--- src/rtl/group_delay_calc.sv ---
// group_delay_calc
//   Group delay from a swept, wrapped phase stream: tau = -(dphi * scale),
//   with dphi the wrapped difference of consecutive phase samples and
//   scale = 1/(2*pi*df). Phase full scale 2^(PW-1) equals pi rad.
//
//   Build option: define GROUP_DELAY_AVG_EN to average each delta with the
//   previous one (floor), except the first delta of a sweep.
//
// Ports
//   clk, rst_n            clock (rising), asynchronous active-low reset
//   in_valid/in_ready     phase sample handshake
//   in_phase [PW]         signed wrapped phase
//   in_first, in_last     sweep boundaries
//   scale [SW]            unsigned scale, sampled with each accepted sample
//   out_valid/out_ready   result handshake
//   out_tau [PW+SW+1]     signed group delay
//   out_last              result of the in_last sample
//   out_idx [16]          result index within the sweep
module group_delay_calc #(
    parameter int PW = 16,
    parameter int SW = 16
) (
    input  logic                 clk,
    input  logic                 rst_n,
    input  logic                 in_valid,
    output logic                 in_ready,
    input  logic [PW-1:0]        in_phase,
    input  logic                 in_first,
    input  logic                 in_last,
    input  logic [SW-1:0]        scale,
    output logic                 out_valid,
    input  logic                 out_ready,
    output logic [PW+SW:0]       out_tau,
    output logic                 out_last,
    output logic [15:0]          out_idx
);
    localparam int TW     = PW + SW + 1;
    localparam int STAGES = 2;

    typedef enum logic {IDLE, PRIMED} state_t;

    state_t              state;
    logic [PW-1:0]       prev_phase;
    logic [15:0]         idx_cnt;
    logic [STAGES:1]     vld_pipe;

    logic [PW-1:0]       s1_delta;
    logic [SW-1:0]       s1_scale;
    logic                s1_last;
    logic [15:0]         s1_idx;

    logic                advance, accept, start, produce;
    logic [PW-1:0]       raw_delta, use_delta;
    logic signed [TW-1:0] prod;

    // Whole pipeline advances together; only a held output blocks it.
    assign advance   = !(vld_pipe[STAGES] && !out_ready);
    assign in_ready  = advance;
    assign out_valid = vld_pipe[STAGES];
    assign accept    = in_valid && advance;
    assign start     = (state == IDLE) || in_first;
    assign produce   = accept && !start;

    // Modulo-2^PW subtraction lands the delta in [-pi, pi) by itself.
    assign raw_delta = in_phase - prev_phase;

`ifdef GROUP_DELAY_AVG_EN
    logic [PW-1:0] prev_delta;
    logic          prev_delta_vld;
    logic [PW-1:0] avg_delta;

    // floor((a+b)/2) without a wider adder: (a>>>1)+(b>>>1)+(a0&b0).
    assign avg_delta = $unsigned($signed(raw_delta) >>> 1)
                     + $unsigned($signed(prev_delta) >>> 1)
                     + {{(PW-1){1'b0}}, raw_delta[0] & prev_delta[0]};
    assign use_delta = prev_delta_vld ? avg_delta : raw_delta;

    always_ff @(posedge clk or negedge rst_n) begin
        if (!rst_n) begin
            prev_delta     <= '0;
            prev_delta_vld <= 1'b0;
        end else if (accept) begin
            if (start) begin
                prev_delta_vld <= 1'b0;
            end else begin
                prev_delta     <= raw_delta;
                prev_delta_vld <= 1'b1;
            end
        end
    end
`else
    assign use_delta = raw_delta;
`endif

    // Signed delta times zero-extended scale; -2^(PW-1)*(2^SW-1) fits in TW.
    assign prod = $signed({{(SW+1){s1_delta[PW-1]}}, s1_delta})
                * $signed({{(PW+1){1'b0}}, s1_scale});

    // Sweep FSM: tracks whether a previous phase is held.
    always_ff @(posedge clk or negedge rst_n) begin
        if (!rst_n) begin
            state      <= IDLE;
            prev_phase <= '0;
            idx_cnt    <= '0;
        end else if (accept) begin
            prev_phase <= in_phase;
            idx_cnt    <= start ? 16'd0 : idx_cnt + 16'd1;
            state      <= in_last ? IDLE : PRIMED;
        end
    end

    // Stage 1 holds delta/scale/last/idx; stage 2 is the output register.
    // The index rides along so results in flight keep it across in_first.
    always_ff @(posedge clk or negedge rst_n) begin
        if (!rst_n) begin
            vld_pipe <= '0;
            s1_delta <= '0;
            s1_scale <= '0;
            s1_last  <= 1'b0;
            s1_idx   <= '0;
            out_tau  <= '0;
            out_last <= 1'b0;
            out_idx  <= '0;
        end else if (advance) begin
            vld_pipe <= {vld_pipe[1], produce};
            if (produce) begin
                s1_delta <= use_delta;
                s1_scale <= scale;
                s1_last  <= in_last;
                s1_idx   <= idx_cnt;
            end
            if (vld_pipe[1]) begin
                out_tau  <= $unsigned(-prod);
                out_last <= s1_last;
                out_idx  <= s1_idx;
            end
        end
    end

endmodule

--- config.mk ---
export PLATFORM = sky130hd
export DESIGN_NAME = group_delay_calc
export DESIGN_NICKNAME = d
export VERILOG_FILES = /design/src/rtl/group_delay_calc.sv
export SDC_FILE = /design/constraint.sdc
export NUM_CORES = 1
export LEC_CHECK = 0
export ABC_AREA = 1
export BUFFER_PORTS_ARGS = -buffer_cell sky130_fd_sc_hd__buf_2
export CAP_MARGIN = 20
export CORE_UTILIZATION = 30
export CTS_BUF_LIST = sky130_fd_sc_hd__clkbuf_8 sky130_fd_sc_hd__clkbuf_16
export DETAILED_ROUTE_END_ITERATION = 12
export PLACE_DENSITY = 0.42
export SYNTH_ARGS = -nofsm -noshare
export SYNTH_HDL_FRONTEND = slang
export SYNTH_SLANG_ARGS = --single-unit
export TNS_END_PERCENT = 30
--- constraint.sdc ---
create_clock -name clk -period 6.5 [get_ports clk]
set_input_delay 0.325 -clock clk [delete_from_list [all_inputs] [get_ports clk]]
set_output_delay 0.325 -clock clk [all_outputs]
set_load 0.05 [all_outputs]
## Yosys cells after proc, flatten, opt, wreduce, memory -nomap -nowiden

Cells that the tools add are included.

| word-level totals | value |
|---|---|
| bits in latches | 0 |
| register bits | 134 |
| bits in read-only memories | 0 |
| bits in writable memories | 0 |
| logic and storage cells | 28 |
| memories kept | 0 |

| operators by class | value |
|---|---|
| reduce and logical (&&, ||, !) cells | 9 |
| order comparisons | 0 |
| add/sub/neg operators | 3 |
| div/mod/pow operators | 0 |
| muxes and demuxes | 2 |
| equal/unequal tests | 0 |
| $mul | 1 |
| shifts and indexed selects | 0 |
| bitwise gates (word level) | 2 |

Operator list:

| operator | count |
|---|---|
| multiplier 16 x 17 -> 33 bit | 1 |
| negation 33 bit | 1 |
| adder 16 x 1 -> 16 bit (second input constant) | 1 |
| two-way mux 16 bit | 1 |
| subtractor 16 bit | 1 |
| AND reduction 2 bit | 2 |
| logical AND 1 bit | 3 |
| logical NOT 1 bit | 3 |
| NOT 1 bit | 2 |
| logical OR 1 bit | 1 |
| two-way mux 1 bit | 1 |

## Longest topological paths before layout

| depth | value |
|---|---|
| word-level depth | 6 |
| gate-level depth with buffers | 27 |
| mapped depth without buffers | 25 |

## Worst setup path before layout

OpenSTA, ideal clock, no wires.

| timing | value |
|---|---|
| path type | register -> register |
| start | register s1_scale[8] |
| end | register out_tau[30] |
| stages on the path, launching flop included | 23 |
| library setup time | 118 ps |
| arrival | 5114 ps |
| period minus slack after synthesis | 5231 ps |
| path slack | 1269 ps |
| data required time | 6382 ps |
| cells stage by stage | dfrtp_1 -> clkbuf_1 -> clkbuf_1 -> nand2_1 -> fa_1 -> inv_1 -> fa_1 -> fa_1 -> inv_1 -> fa_1 -> fa_1 -> inv_1 -> fa_1 -> inv_1 -> ha_1 -> nand2_1 -> inv_1 -> a21oi_1 -> nand3_1 -> nand2_1 -> nand3_1 -> nand3_1 -> nand2_1 |

| between the ends | value |
|---|---|
| word-level cells in the longest chain between the ends | 2 |

RTL lines:

| item | RTL line | text |
|---|---|---|
| from (decl) | 48 | `logic [SW-1:0] s1_scale;` |
| from (signal assigned) | 128 | `s1_scale <= scale;` |
| multiplier 16 x 17 -> 33 bit | 97 | `* $signed({{(PW+1){1'b0}}, s1_scale});` |
| negation 33 bit | 133 | `out_tau <= $unsigned(-prod);` |
| to (signal assigned) | 133 |  |
| to (decl) | 33 | `output logic [PW+SW:0] out_tau,` |

No other way between the ends.
A chain may end at the register's enable or synchronous reset.

## Worst setup path after layout

| timing | value |
|---|---|
| start | register s1_scale[8] |
| end | register out_tau[14] |

Same word-level chain as after synthesis.

==> flow_summary.yaml <==
clocking:
  insertion_delay_ps: 470
  cts_root_buffer: "clkbuf_16"
  cts_max_level: 4
  clock_sinks: 134
  clockBufferDepth: 2
  ctsHoldBuffers: 1
  clkTransAtPathRegs_ps: 70
  cts_setup_buffers: 0
  cts_made_buffers: 17
  cts-resized-gates: 0
  cts_tree: "yes"
cells_and_area:
  nNetsFinal: 2648
  nFillCells: 5883
  multiInputGateArea_um2: 10400
  area_growth_syn_to_layout_pct: 10.0
  seqCellArea_um2: 3350
  layout-drive-gt1-share_pct: 7.00
  antenna_cells: 0
sta:
  max_slew.worst_pin.slew_ps: 955
  fin_crit_sh_pct: 92.8
  setup_tns_ps: 0
  finalCriticalPeriod_ps: 6030
  final.setup.worst_slack_ps: 470
  setup_viol: 0
  slew_headroom_pct: 36.2
  drv_slew: 0
  finalHoldViolations: 0
  fmax_mhz: 166
  clock_skew_ps: 17.1
  rsz0062_at_grt: "false"
setup_path:
  slowest_stage: "dfrtp_1"
  max_stage_delay_ps: 910
  critPathArrivalTime_ps: 6370
  crit_chain: "nand2_1, fa_1, inv_1, fa_1, fa_1, inv_1, fa_1, fa_1, inv_1, fa_1, inv_1, ha_1, nand2_1, inv_1, a21oi_1, nand3_1, xnor2_1, o21ai_0"
  critPathKind: "reg2reg"
  crit_path_frequent_cell: "fa_1"
  cp_max_fo: 17
  critPathLaunchType: "flop"
  worstSetupEndpointType: "flop"
  critical_path_required_ps: 6840
drt:
  drc: 0
  wire_per_inst_um: 15.5
  drt_iter0_drc: 692
  drt-vias-per-instance: 4.40
  drt_wl_total_um: 45900
  dr.pass1.iters: 5
  vias: 13100
  ant_nets: 0
logic_synthesis:
  synth_cells: 2226
  synth_edf_count: 0
  yosysTopAreaCell: "fa_1"
  postSynthAreaPerCell_um2: 7.37
  synth_cell_types: 40
  yosys-top-cells-area: "fa_1 25%, dfrtp_1 20%, nand2_1 16%, inv_1 14%, ha_1 11%"
  synth_most_common_cell: "nand2_1"
  synth_fp_nets: 2615
  netlist_area_um2: 16400
  ys_warn_count: 0
  synth_flop_cell: "dfrtp_1"
  synthTopCellsByCount: "700 x nand2_1, 608 x inv_1, 202 x fa_1, 149 x ha_1, 134 x dfrtp_1"
  synth_top_cell_area_share_pct: 24.6
  synth-seq-cells: 134
  async_flop_share_pct: 100
  ys_seq_area_share_pct: 20.4
die:
  die_w_um: 236
  num_io_pins: 90
  row_count: 85
  die_area_um2: 55600
  start_util_pct: 30.4
  design.core.area_um2: 53900
  die_y_um: 236
outcome:
  outcome: "completed"
global_routing:
  use_met1_pct: 24.5
  grt_usage_pct: 17.6
  grt_start_max_net_pins: 81
  grt_busiest_layer: "met2"
  use_met3_pct: 2.82
  grt_pass1_vias: 13800
  grt_pass1_wl_um: 76100
  grt_util_met2_pct: 28.3
  antenna_found_initial: 4
  overflow: 0
run:
  drv_cap: 0
place:
  place_congestion: 0.871
  pre_cts_slack_ps: 377
  port_buffers: 89
  hpwlAfterDp_um: 37200
min_path:
  hold_class: "in2reg"
[per-layer routing]
layer  wire length [µm]  part of all wire, %  vias to the layer above
met4                827                  1.8                        2
met3               1640                  3.6                       47
met2              21100                   46                      206
met5                 13                0.028                        -
li1                   -                    -                     6501
met1              22300                   49                     6306
[cells by family after synthesis]
family,after synthesis,share of synthesized area (%)
adders and majority gates,351,36.0
DFF,134,20.4
buffers and inverters,701,16.2
xor gates and xnor gates,26,1.39
AOI/OAI and AO/OA,139,4.68
and+or+nand+nor,875,21.3
[registers in the layout (all words and copies together), names as in the netlist]
name        count
idx_cnt        16
out_idx        16
out_last        1
out_tau        33
prev_phase     16
s1_delta       16
s1_idx         16
s1_last         1
s1_scale       16
state           1
vld_pipe        2
[critical path, delay by kind of cell, from the launching register on]
kind	cells	cell delay, ps
compound gates	2	360
xor+xnor	1	350
fa+ha+maj	7	3420
buf+inv	5	260
flops	1	910
simple gates	3	590
[worst paths after layout]
| kind | from | to | cells after the start | slack, ps |
|---|---|---|---|---|
| min | scale[15] | s1_scale[15] | 3 | 50 |
| min in group asynchronous | rst_n | prev_phase[12] | 2 | 520 |
| max in group asynchronous | rst_n | out_tau[15] | 3 | 4630 |
| min reg2reg | out_idx[13] | out_idx[13] | 2 | 470 |
| max | s1_scale[8] | out_tau[14] | 18 | 470 |
| max reg2reg | s1_scale[8] | out_tau[14] | 18 | 470 |
[through the flow]
stage          utilization [%]  hold slack (ps)  std cells  area [µm²]
5_1_grt                   33.5             39.9       2968       18100
2_1_floorplan                -             29.4       2226       16400
3_3_place_gp              32.4              454       2934       17500
3_5_place_dp              32.4              457       2934       17500
4_1_cts                   33.4             1.52       2967       18000
6_report                  33.5             48.5       2968       18100
[cell type report]
class | count | area share, %
multi-input combinational | 1391 | 57.6
timing repair buffer | 103 | 3.17
sequential | 134 | 18.6
clock inverter | 15 | 0.735
tap | 696 | 4.82
clock buffer | 17 | 2.36
inverter | 612 | 12.7
[placed cells by master (no fill, tap or decap), types with 7 or more instances in the layout]
cell | synthesis | routed
xnor2_1 | 20 | 20
nand3_1 | 63 | 63
buf_2 | 16 | 88
nand2_1 | 700 | 700
clkbuf_16 | 0 | 17
buf_4 | 1 | 12
o21ai_0 | 65 | 65
a21oi_1 | 44 | 44
nand4_1 | 9 | 9
nand2_2 | 7 | 7
dfrtp_1 | 134 | 134
fa_1 | 202 | 202
inv_1 | 608 | 609
nor2_1 | 70 | 69
ha_1 | 149 | 149
Power is left out: the tool's default activity adds up to more than one toggle a clock period on the data nets, which glitch-free logic cannot reach.
